===== src/rtl/alu_exec_unit.sv =====
// ALU execute unit: decodes the ALU operation, completes single-cycle ops at the accept edge,
// and runs MUL as a radix-2 shift-add over WIDTH cycles.
//
//   state   | meaning
//   IDLE    | ready to accept; non-MUL ops complete on the accept edge
//   MUL     | shift-add multiply iterating, one multiplier bit per cycle
module alu_exec_unit #(
  parameter int WIDTH = 64,
  parameter int SHW   = $clog2(WIDTH)
) (
  input  logic             clk,
  input  logic             rst,
  input  logic             start,
  input  logic [1:0]       ALUOp,
  input  logic [10:0]      OpCode,
  input  logic [5:0]       shamt,
  input  logic [WIDTH-1:0] A,
  input  logic [WIDTH-1:0] B,
  input  logic             flush,
  output logic             busy,
  output logic             done,
  output logic [WIDTH-1:0] result,
  output logic [3:0]       code,
  output logic             zero,
  output logic             neg,
  output logic             carry,
  output logic             ovf,
  output logic             err
);

  localparam int CW = $clog2(WIDTH);

  localparam logic [3:0] C_AND  = 4'b0000;
  localparam logic [3:0] C_ORR  = 4'b0001;
  localparam logic [3:0] C_ADD  = 4'b0010;
  localparam logic [3:0] C_SUB  = 4'b0110;
  localparam logic [3:0] C_PASS = 4'b0111;
  localparam logic [3:0] C_MUL  = 4'b1000;
  localparam logic [3:0] C_LSL  = 4'b1010;
  localparam logic [3:0] C_LSR  = 4'b1011;
  localparam logic [3:0] C_ILL  = 4'b1111;

  typedef enum logic {ST_IDLE, ST_MUL} state_t;

  state_t           state_q, state_d;
  logic             accept;
  logic             mul_last;
  logic [3:0]       dec_code;
  logic [WIDTH-1:0] alu_res;
  logic             alu_c, alu_v;
  logic [WIDTH:0]   sum_w, diff_w;
  logic [SHW-1:0]   sh;
  logic [WIDTH-1:0] acc_q, mcand_q, mplier_q, acc_nxt;
  logic [CW-1:0]    cnt_q;
  logic             unused_shamt;

  assign busy     = (state_q == ST_MUL);
  assign accept   = start & ~busy;
  assign mul_last = busy & ~flush & (cnt_q == '0);
  assign sh       = shamt[SHW-1:0];
  assign unused_shamt = ^shamt;

  always_comb begin
    dec_code = C_ILL;
    case (ALUOp)
      2'b00: dec_code = C_ADD;
      2'b01: dec_code = C_PASS;
      2'b10: begin
        case (OpCode)
          11'b10001011000: dec_code = C_ADD;
          11'b11001011000: dec_code = C_SUB;
          11'b10001010000: dec_code = C_AND;
          11'b10101010000: dec_code = C_ORR;
          11'b10011011000: dec_code = C_MUL;
          11'b11010011011: dec_code = C_LSL;
          11'b11010011010: dec_code = C_LSR;
          default:         dec_code = C_ILL;
        endcase
      end
      default: dec_code = C_ILL;
    endcase
  end

  // SUB as A + ~B + 1 so the top bit is the no-borrow carry
  assign sum_w  = {1'b0, A} + {1'b0, B};
  assign diff_w = {1'b0, A} + {1'b0, ~B} + {{WIDTH{1'b0}}, 1'b1};

  always_comb begin
    alu_res = '0;
    alu_c   = 1'b0;
    alu_v   = 1'b0;
    case (dec_code)
      C_ADD: begin
        alu_res = sum_w[WIDTH-1:0];
        alu_c   = sum_w[WIDTH];
        alu_v   = (A[WIDTH-1] == B[WIDTH-1]) && (sum_w[WIDTH-1] != A[WIDTH-1]);
      end
      C_SUB: begin
        alu_res = diff_w[WIDTH-1:0];
        alu_c   = diff_w[WIDTH];
        alu_v   = (A[WIDTH-1] != B[WIDTH-1]) && (diff_w[WIDTH-1] != A[WIDTH-1]);
      end
      C_AND:   alu_res = A & B;
      C_ORR:   alu_res = A | B;
      C_PASS:  alu_res = B;
      C_LSL:   alu_res = A << sh;
      C_LSR:   alu_res = A >> sh;
      default: alu_res = '0;
    endcase
  end

  assign acc_nxt = acc_q + (mplier_q[0] ? mcand_q : '0);

  always_ff @(posedge clk or posedge rst) begin
    if (rst) state_q <= ST_IDLE;
    else     state_q <= state_d;
  end

  always_comb begin
    state_d = state_q;
    case (state_q)
      ST_IDLE: if (accept && (dec_code == C_MUL)) state_d = ST_MUL;
      ST_MUL:  if (flush || (cnt_q == '0)) state_d = ST_IDLE;
    endcase
  end

  always_ff @(posedge clk or posedge rst) begin
    if (rst) begin
      done     <= 1'b0;
      result   <= '0;
      code     <= 4'b0000;
      zero     <= 1'b0;
      neg      <= 1'b0;
      carry    <= 1'b0;
      ovf      <= 1'b0;
      err      <= 1'b0;
      cnt_q    <= '0;
      acc_q    <= '0;
      mcand_q  <= '0;
      mplier_q <= '0;
    end else begin
      done <= 1'b0;
      if (accept) begin
        code <= dec_code;
        if (dec_code == C_MUL) begin
          cnt_q    <= CW'(WIDTH - 1);
          acc_q    <= '0;
          mcand_q  <= A;
          mplier_q <= B;
        end else begin
          done   <= 1'b1;
          result <= alu_res;
          zero   <= (dec_code != C_ILL) && (alu_res == '0);
          neg    <= alu_res[WIDTH-1];
          carry  <= alu_c;
          ovf    <= alu_v;
          err    <= (dec_code == C_ILL);
        end
      end else if (busy && !flush) begin
        acc_q    <= acc_nxt;
        mcand_q  <= mcand_q << 1;
        mplier_q <= mplier_q >> 1;
        cnt_q    <= cnt_q - 1'b1;
        if (mul_last) begin
          done   <= 1'b1;
          result <= acc_nxt;
          zero   <= (acc_nxt == '0);
          neg    <= acc_nxt[WIDTH-1];
          carry  <= 1'b0;
          ovf    <= 1'b0;
          err    <= 1'b0;
        end
      end
    end
  end

endmodule


===== config.mk =====
export PLATFORM = sky130hd
export DESIGN_NAME = alu_exec_unit
export DESIGN_NICKNAME = d
export VERILOG_FILES = /design/src/rtl/alu_exec_unit.sv
export SDC_FILE = /design/constraint.sdc
export NUM_CORES = 2
export LEC_CHECK = 0
export ABC_AREA = 1
export CAP_MARGIN = 0
export CORE_ASPECT_RATIO = 1.75
export CORE_UTILIZATION = 35
export CTS_CLUSTER_DIAMETER = 60
export DETAILED_ROUTE_END_ITERATION = 12
export GPL_TIMING_DRIVEN = 0
export PLACE_DENSITY = 0.54
export REMOVE_ABC_BUFFERS = 1
export SYNTH_ARGS = -nofsm -noshare
export SYNTH_HDL_FRONTEND = slang
export SYNTH_SLANG_ARGS = --single-unit

===== constraint.sdc =====
create_clock -name clk -period 12.7 [get_ports clk]
set_input_delay 2.54 -clock clk [delete_from_list [all_inputs] [get_ports clk]]
set_output_delay 2.54 -clock clk [all_outputs]
set_load 0.02 [all_outputs]

==> flow_metrics.env <==
export IMPL_yosysMostFrequentCell="nand2_1"
export IMPL_root_buffer="clkbuf_16"
export IMPL_netlist_top_cells_count="2469 x nand2_1, 1105 x nand3_1, 967 x inv_1"
export IMPL_register_area_um2=6810
export IMPL_tightest_slew_ns=1.60
export IMPL_end_kind="register"
export IMPL_cts_hold_buffers=0
export IMPL_finalCriticalPeriod_ns=8.21
export IMPL_reg2reg_slack_ns=7.06
export IMPL_die_h_um=453
export IMPL_synth_cell_types=54
export IMPL_drive_gt1_share_pct=2.30
export IMPL_ys_ff_latch=272
export IMPL_drtIter0Drc=5716
export IMPL_p_leak_nw=23.5
export IMPL_final_setup_skew_ns=0.0595
export IMPL_remaining_drc_errors=0
export IMPL_fin_nets=7892
export IMPL_worst_slew_margin_rel_pct=-7.50
export IMPL_ys_seq_area_share_pct=16.7
export IMPL_worstPathMaxFanout=76
export IMPL_start_util_pct=35.3
export IMPL_chipWidth_um=260
export IMPL_synth_edf_count=0
export IMPL_finalSetupTns_ns=0
export IMPL_avgSynthCellArea_um2=5.44
export IMPL_clock_latency_ns=0.62
export IMPL_antenna_found_initial=12
export IMPL_vdd_drop_max_v=0.0000781
export IMPL_synthCells=7488
export IMPL_yosysTopAreaCell="nand2_1"
export IMPL_num_rows=165
export IMPL_hp_class="register to register"
export IMPL_grt_usage_pct=44.1
export IMPL_area_delta_synth_final_pct=11.9
export IMPL_grt_pass1_wl_mm=364
export IMPL_yosysTopAreaCellShare_pct=22.8
export IMPL_grt_max_degree=112
export IMPL_syn_cell_area_um2=40700
export IMPL_violations="capacitance limit, slew limit"
export IMPL_grt_pass1_vias=49700
export IMPL_cts_inserted_buffers=36
export IMPL_yosysWarnings=0
export IMPL_multi_input_area_um2=28800
export IMPL_post_place_ws_ns=4.36
export IMPL_max_freq_ghz=0.122
export IMPL_ctsResizeCount=0
export IMPL_clock_sinks=272
export IMPL_slew_viol_final=6
export IMPL_max_cap_violations=2
export IMPL_arrival_ns=8.77
export IMPL_wire_per_inst_um=29.5
export IMPL_cp_required_ns=13.26
export IMPL_p_per_area_nw_per_um2=99.4
export IMPL_async_flop_share_pct=100
export IMPL_vias_per_cell=5.75
export IMPL_synth_area_leaders="nand2_1 23%, dfrtp_1 17%, nand3_1 14%, inv_1 8.9%, ha_1 8.8%"
export IMPL_status="finished with violations"
export IMPL_synthFlopType="dfrtp_1"
export IMPL_cts_clk_slew_worst_paths_ns=0.07
export IMPL_hold_viol=0
export IMPL_crit_path_start_kind="input pin"
export IMPL_grt_ovfl_total=0
export IMPL_cts_htree_levels=2
export IMPL_setup_viol=0
export IMPL_worst_slack_ns=4.49
export IMPL_dp_hpwl_mm=218
export IMPL_vias=51600
export IMPL_gp_congestion=1.08
export IMPL_firstDrtPassIters=6
export IMPL_io_buffers=225
export IMPL_core_area_um2=115000
export IMPL_cts_buffer_depth=3
export IMPL_rsz0062_at_grt="no"
export IMPL_crit_type="input pin to register"
export IMPL_num_io_pins=226
export IMPL_postRouteAntennaNets=0
export IMPL_finalCritPeriodShare_pct=64.7
export IMPL_die_area_um2=118000
export IMPL_fillers=13400
export IMPL_wirelength_mm=265
export IMPL_tritoncts="built"
export IMPL_cts_setup_buffers=0
[registers in the layout, indices dropped and copies added, names as in the netlist]
| name | flops |
|---|---|
| busy | 1 |
| carry | 1 |
| acc_q | 64 |
| ovf | 1 |
| result | 64 |
| done | 1 |
| mcand_q | 64 |
| zero | 1 |
| err | 1 |
| cnt_q | 6 |
| mplier_q | 64 |
| code | 4 |
[cells by family (layout without fill, tap and decap cells)]
group,after synthesis,after routing,share of synthesized area [%]
AND/OR/NAND/NOR,4665,4665,47.7
flip-flops,272,272,16.7
XOR/XNOR,92,92,1.98
other,0,8,0
adder cells (fa/ha/maj),289,289,8.94
buffers and inverters,1330,1317,12.8
AO/OA/AOI/OAI,840,840,11.9
[stage by stage]
stage	std cells	util [%]	cell area, µm²	hold WS (ns)	total power, mW
4_1_cts	8976	39.4	45500	0.482	4.45
6_report	8986	39.5	45500	0.489	4.52
3_3_place_gp	8882	37.6	43400	0.465	3.36
3_5_place_dp	8915	38.4	44300	0.464	3.36
5_1_grt	8980	39.4	45500	0.515	4.72
2_1_floorplan	7154	-	39200	0.453	2.36
[power breakdown]
part / switching, mW / internal, mW
Clock: 0.491 / 0.594
Sequential: 0.0892 / 0.988
Combinational: 1.72 / 0.644
[final cells by class]
cell class	count	area share, %
multi-input combinational	5886	63.1
clock buffer	43	2.19
timing repair buffer	260	6.80
tap	1503	4.13
inverter	996	8.29
antenna	8	0.0440
clock inverter	18	0.440
sequential	272	15.0
[placed cells by master, fill, tap and decap left out, drive strengths merged, types with 66 or more instances in the layout]
cell           count
a21oi            298
a31oi            135
clkdlybuf4s50    219
dfrtp            272
ha               286
inv              996
nand2           2483
nand3           1108
nand4             66
nor2             930
o21ai            242
xor2              68
[metal layers]
layer | wire length, µm | GRT usage, %
met2 | 124000 | 73.5
met3 | 16900 | 6.89
met5 | 40 | 0
met4 | 34600 | 48.3
met1 | 90100 | 44.7
[path summary, 6_finish.rpt]
| path | from | to | cells past startpoint |
|---|---|---|---|
| max | shamt[0] | zero | 25 |
| min | zero | zero | 2 |
| max reg2reg | mplier_q[0] | zero | 22 |
| min reg2reg | zero | zero | 2 |
| max in group asynchronous | rst | mplier_q[0] | 3 |
| min in group asynchronous | rst | acc_q[53] | 2 |
[worst max-delay path, stage by stage]
cell and delay (ns):
buf_4 0.23, buf_16 0.23, inv_2 1.06, nand2_1 0.22, nand3_1 0.19, nand3_1 0.13
nand3_1 0.15, nand3_1 0.53, nand3_1 0.55, nand2_1 0.10, nand2_1 0.06, nand2_1 0.05
inv_1 0.07, nand2_1 0.06, nor2_1 0.47, nand2_1 0.10, nor2_1 0.85, nand2_1 0.10
nor2_1 0.26, nand2_1 0.09, nor2_1 0.12, nand2_1 0.10, nand2_1 0.07, nand2_1 0.05
nand2_1 0.08
(Power assumes the default switching activity.)
